`config.mk`:
```
export PLATFORM = sky130hd
export DESIGN_NAME = receiver
export DESIGN_NICKNAME = d
export VERILOG_FILES = /design/src/rtl/receiver.sv
export SDC_FILE = /design/constraint.sdc
export NUM_CORES = 1
export LEC_CHECK = 0
export ABC_AREA = 1
export BUFFER_PORTS_ARGS = -buffer_cell sky130_fd_sc_hd__buf_2
export CAP_MARGIN = 20
export CORE_ASPECT_RATIO = 0.7
export CORE_UTILIZATION = 35
export CTS_CLUSTER_SIZE = 12
export DETAILED_ROUTE_END_ITERATION = 10
export GPL_TIMING_DRIVEN = 0
export SYNTH_ARGS = -nofsm -noshare
export SYNTH_HDL_FRONTEND = slang
export SYNTH_SLANG_ARGS = --single-unit
```
`constraint.sdc`:
```
create_clock -name sys_clk -period 3.45 [get_ports sys_clk]
set_input_delay 0.1725 -clock sys_clk [delete_from_list [all_inputs] [get_ports sys_clk]]
set_output_delay 0.1725 -clock sys_clk [all_outputs]
set_load 0.02 [all_outputs]
```
`src/rtl/receiver.sv`:
```
`default_nettype none
// ============================================================================
// Module      : receiver
// Description : 16x-oversampled asynchronous serial receiver with parity and
//               stop-bit checking; start, DATA_BITS data bits LSB first,
//               one parity bit, one stop bit.
// Revision    : 1.0 - initial release
// ============================================================================
module receiver #(
    parameter int CLKS_PER_TICK = 27,
    parameter int DATA_BITS     = 8
) (
    input  logic                 sys_clk,
    input  logic                 rst_n,
    input  logic                 even_odd,
    input  logic                 serial_in,
    output logic [DATA_BITS-1:0] rx_data_out,
    output logic                 rx_valid,
    output logic                 parity_err,
    output logic                 frame_err,
    output logic                 busy
);

    localparam int TW = (CLKS_PER_TICK > 1) ? $clog2(CLKS_PER_TICK) : 1;
    localparam int BW = (DATA_BITS > 1) ? $clog2(DATA_BITS) : 1;
    localparam logic [TW-1:0] TICK_LAST = TW'(CLKS_PER_TICK - 1);
    localparam logic [BW-1:0] BIT_LAST  = BW'(DATA_BITS - 1);

    localparam logic [2:0] S_IDLE      = 3'd0;
    localparam logic [2:0] S_START     = 3'd1;
    localparam logic [2:0] S_DATA      = 3'd2;
    localparam logic [2:0] S_PARITY    = 3'd3;
    localparam logic [2:0] S_STOP      = 3'd4;
    localparam logic [2:0] S_WAIT_IDLE = 3'd5;

    logic [2:0]           state_q, state_d;
    logic                 sync1_q, sync1_d;
    logic                 sync2_q, sync2_d;
    logic                 prev_q, prev_d;
    logic [TW-1:0]        tcnt_q, tcnt_d;
    logic [3:0]           os_q, os_d;
    logic [BW-1:0]        bit_q, bit_d;
    logic [DATA_BITS-1:0] shift_q, shift_d;
    logic                 eo_q, eo_d;
    logic                 perr_int_q, perr_int_d;
    logic [DATA_BITS-1:0] data_q, data_d;
    logic                 perr_q, perr_d;
    logic                 ferr_q, ferr_d;
    logic                 valid_q, valid_d;

    logic w_rx;
    logic w_fall;
    logic w_tick;
    logic w_os_last;

    assign w_rx      = sync2_q;
    assign w_fall    = prev_q & ~sync2_q;
    assign w_tick    = (tcnt_q == TICK_LAST);
    assign w_os_last = (os_q == 4'd15);

    always_ff @(posedge sys_clk or negedge rst_n) begin
        if (!rst_n) begin
            state_q    <= S_IDLE;
            sync1_q    <= 1'b1;
            sync2_q    <= 1'b1;
            prev_q     <= 1'b1;
            tcnt_q     <= '0;
            os_q       <= '0;
            bit_q      <= '0;
            shift_q    <= '0;
            eo_q       <= 1'b0;
            perr_int_q <= 1'b0;
            data_q     <= '0;
            perr_q     <= 1'b0;
            ferr_q     <= 1'b0;
            valid_q    <= 1'b0;
        end else begin
            state_q    <= state_d;
            sync1_q    <= sync1_d;
            sync2_q    <= sync2_d;
            prev_q     <= prev_d;
            tcnt_q     <= tcnt_d;
            os_q       <= os_d;
            bit_q      <= bit_d;
            shift_q    <= shift_d;
            eo_q       <= eo_d;
            perr_int_q <= perr_int_d;
            data_q     <= data_d;
            perr_q     <= perr_d;
            ferr_q     <= ferr_d;
            valid_q    <= valid_d;
        end
    end

    always_comb begin
        state_d    = state_q;
        sync1_d    = serial_in;
        sync2_d    = sync1_q;
        prev_d     = sync2_q;
        tcnt_d     = w_tick ? '0 : tcnt_q + TW'(1);
        os_d       = os_q;
        bit_d      = bit_q;
        shift_d    = shift_q;
        eo_d       = eo_q;
        perr_int_d = perr_int_q;
        data_d     = data_q;
        perr_d     = perr_q;
        ferr_d     = ferr_q;
        valid_d    = 1'b0;

        case (state_q)
            S_IDLE: begin
                // Restart the tick phase so the 8th tick lands mid start bit.
                if (w_fall) begin
                    state_d = S_START;
                    tcnt_d  = '0;
                    os_d    = '0;
                end
            end
            S_START: begin
                if (w_tick) begin
                    if (os_q == 4'd7) begin
                        if (!w_rx) begin
                            state_d    = S_DATA;
                            os_d       = '0;
                            bit_d      = '0;
                            eo_d       = even_odd;
                            perr_int_d = 1'b0;
                        end else begin
                            state_d = S_IDLE;
                        end
                    end else begin
                        os_d = os_q + 4'd1;
                    end
                end
            end
            S_DATA: begin
                if (w_tick) begin
                    os_d = os_q + 4'd1;
                    if (w_os_last) begin
                        shift_d = {w_rx, shift_q[DATA_BITS-1:1]};
                        bit_d   = bit_q + BW'(1);
                        if (bit_q == BIT_LAST) begin
                            state_d = S_PARITY;
                        end
                    end
                end
            end
            S_PARITY: begin
                if (w_tick) begin
                    os_d = os_q + 4'd1;
                    if (w_os_last) begin
                        perr_int_d = w_rx ^ (^shift_q) ^ eo_q;
                        state_d    = S_STOP;
                    end
                end
            end
            S_STOP: begin
                if (w_tick) begin
                    os_d = os_q + 4'd1;
                    if (w_os_last) begin
                        data_d  = shift_q;
                        perr_d  = perr_int_q;
                        ferr_d  = ~w_rx;
                        valid_d = 1'b1;
                        state_d = w_rx ? S_IDLE : S_WAIT_IDLE;
                    end
                end
            end
            S_WAIT_IDLE: begin
                if (w_rx) begin
                    state_d = S_IDLE;
                end
            end
            default: begin
                state_d = S_IDLE;
            end
        endcase
    end

    always_comb begin
        busy        = (state_q != S_IDLE);
        rx_data_out = data_q;
        rx_valid    = valid_q;
        parity_err  = perr_q;
        frame_err   = ferr_q;
    end

endmodule
`default_nettype wire
```
==> impl_results.md <==
- Core Rows: 22
- Tightest Hold Check Type: in -> async
- Crit Path Max Fanout: 5
- Post-synth top area cell: dfrtp_1
- Outcome: finished with violations
- Final slew viol count: 0
- CP Capture Type: flip-flop
- Max Clock Skew: approximately 0.010 ns
- TritonCTS clock tree: done
- Simple-gate portion of the synthesized area: roughly 30%
- Detailed placer's ending HPWL: 2670 µm
- Initial Util: ~37%
- Synth Net Count: 249
- # clock sinks: 39
- Drt first pass iters: 4
- Die Area: slightly below 6000 µm²
- Setup TNS: 0 ns
- Most numerous cell in the Yosys netlist: nand2_1
- I/O Buffers: 15
- WP data arrival: 1.81 ns
- Failing checks: negative hold slack
- GRT overflow: 0
- GRT Overall Usage: around 14%
- Post-synth EDFFs: 0
- Avg Synthesized Cell Area: a little over 8 µm²
- Maximum root-to-sink buffer count: 2
- CP Class: reg -> reg
- Synth async-reset ratio: 100%
- Via Count: about 1,500
- Ant. Diodes: 0
- RSZ-0062 raised after global routing: no
- Fmax: about 610 MHz
- Leak: approximately 1.2 nW
- Post-layout util: 42.3%
- Clock root buffer master: clkbuf_8
- Max VDD drop: 284 µV
- Detailed-route wire length per cell: 11.1 µm
- Initial antenna violation count: 0
- CP peak stage delay: between 0.4 and 0.5 ns
- Vias in the first global route: around 1,400
- 1st-iter DRT viols: 118
- Area of the core: 5310 µm²
- Adder-cell share of the synthesized area: approximately 3.2%
- Max Cap Viol: 0
- Synth Register Bits: 39
- Via density: about 4.6
- Crit path cell chain: inv_1, ha_1, nand4_4, nor2_4, inv_1, nand2_1, nand3_2, nand2_1, nand2_1
- Most used cell, CP: nand2_1
- Clock Latency Late Sink: ~0.29 ns
- Post-synthesis sequential area ratio: approximately 50%
- GPL Wtd Cong: 0.807
- Synth area leaders: dfrtp_1, nand2_1, inv_1
- DP Cell Count: ~330
- Largest net degree at the start of global routing: 40
- Tmin final: 1.64 ns
- Worst-path clk slew: around 0.080 ns
- DRT antenna net count: 0
- Top cell type's share of synthesized area: 46.1%
- Total wire length: ~3700 µm
- H-tree levels: 2
- Area Growth Syn to Fin: 14.8%
- Multiplexer area fraction after synthesis: 0%
- Post-Syn Instances: 240
- Synth Cell Area: between 1500 and 2000 µm²
- Post-CTS setup buffer count: 0
- Ys Warns: 0
- PwrDens: around 640 nW/µm²
- Synth top cells by count: nand2_1, dfrtp_1, inv_1
- Netlist cell types: 25
- First-pass GRT wire length: 6580 µm
- Largest family of logic cells by synthesized area: simple AND/OR/NAND/NOR gates
- Final Hold Viols: 23
- Top_reg_cell synth: dfrtp_1
- Period utilization: around 47%
- Final-report setup violation count: 0
- Die H: ~65 µm
- Worst slew margin: between 40 and 50%
- # IOs: 16
- Compound-Gate Fraction of Synth Area: roughly 7.4%
- XOR/XNOR Fraction of Synth Area: ~3.1%
- Slowest cell on the critical path: dfrtp_1
- Crit path launch type: flip-flop
- Final nets: between 200 and 300
- Drt drc: 0
- CTS Buf Count: 5
- Cell Count, Final, Fillers Out: around 340
- Hold WS: -0.00984 ns
- Req. time, crit path: approximately 3.6 ns
- DIE WIDTH: ~91 µm
- Slew @ Worst Pin: 0.869 ns
- Share of cells above drive strength 1: ~15%
-- power by group --
part	internal, mW	switching (mW)	leakage [nW]	total (mW)
registers	0.515	0.0719	0.517	0.587
clock network	0.218	0.171	0.0548	0.389
logic	0.156	0.299	0.584	0.455
total	0.889	0.543	1.15	1.43
-- final timing paths --
check                              to      start  slack, ns  cells past startpoint
setup / recovery           state_q[0]  tcnt_q[0]       1.81                      9
hold / removal             shift_q[7]      rst_n      -0.01                      1
setup reg to reg           state_q[0]  tcnt_q[0]       1.81                      9
hold reg to reg                prev_d    sync1_q       0.36                      0
max in group asynchronous  state_q[1]      rst_n       2.91                      1
min in group sys_clk             eo_q   even_odd       0.12                      3
-- worst max-delay path, delay by kind of cell, from the launching register on --
kind / cells / cell delay [ns]
fa+ha+maj: 1 / 0.22
buf+inv: 2 / 0.16
flops: 1 / 0.41
simple gates: 6 / 0.73
-- stage by stage --
stage | power, mW | setup WS, ns | area, µm²
2_1_floorplan | 0.945 | 2.00 | 1960
3_3_place_gp | 1.05 | 1.85 | 2120
3_5_place_dp | 1.05 | 1.85 | 2120
4_1_cts | 1.44 | 1.81 | 2250
5_1_grt | 1.54 | 1.64 | 2250
6_report | 1.43 | 1.81 | 2250
-- state kept, by name, indices dropped and copies added (netlist names), 3 cells and up --
name and count:
tcnt_q 5, bit_q 3, os_q 4, shift_q 8, state_q 3, rx_data_out 8
-- cell type report --
cell class              count  area, µm²
plain buffers               3       23.8
clock buffers               5       68.8
clock inverters             3       46.3
fillers                   520       3070
inverters                  28        105
multi-input cells         170        847
flip-flops and latches     39        980
well taps                  72       90.1
repair buffers             16       85.1
-- cell usage in the layout, fill, tap and decap left out, types with 10 or more instances in the layout --
cell type and count:
nor2_1 22, o21ai_0 17, o21ai_1 10, buf_2 16, nand2_1 79, nand3_1 13
inv_1 26, dfrtp_1 36
-- repair_timing --
item,CTS,global route
resized for setup,0,0
hold buffers,1,0
hold endpoints to repair,1,0
-- metal layers --
| metal | wire [µm] | GRT usage, % | vias to the layer above | share of wire (%) |
|---|---|---|---|---|
| met4 | 25 | 4.76 | 0 | 0.67 |
| met3 | 198 | 3.87 | 2 | 5.3 |
| met5 | 0 | 0 | - | 0 |
| li1 | - | - | 804 | - |
| met2 | 1420 | 18.8 | 33 | 38 |
| met1 | 2080 | 22.1 | 692 | 56 |
-- logic make-up after synthesis --
kind of cell	after synthesis
xor gates and xnor gates	7
DFF	39
and+or+nand+nor	130
buffers and inverters	31
AOI/OAI and AO/OA	28
adders and majority gates	5
Note: power is estimated with default switching activity, not from simulation.
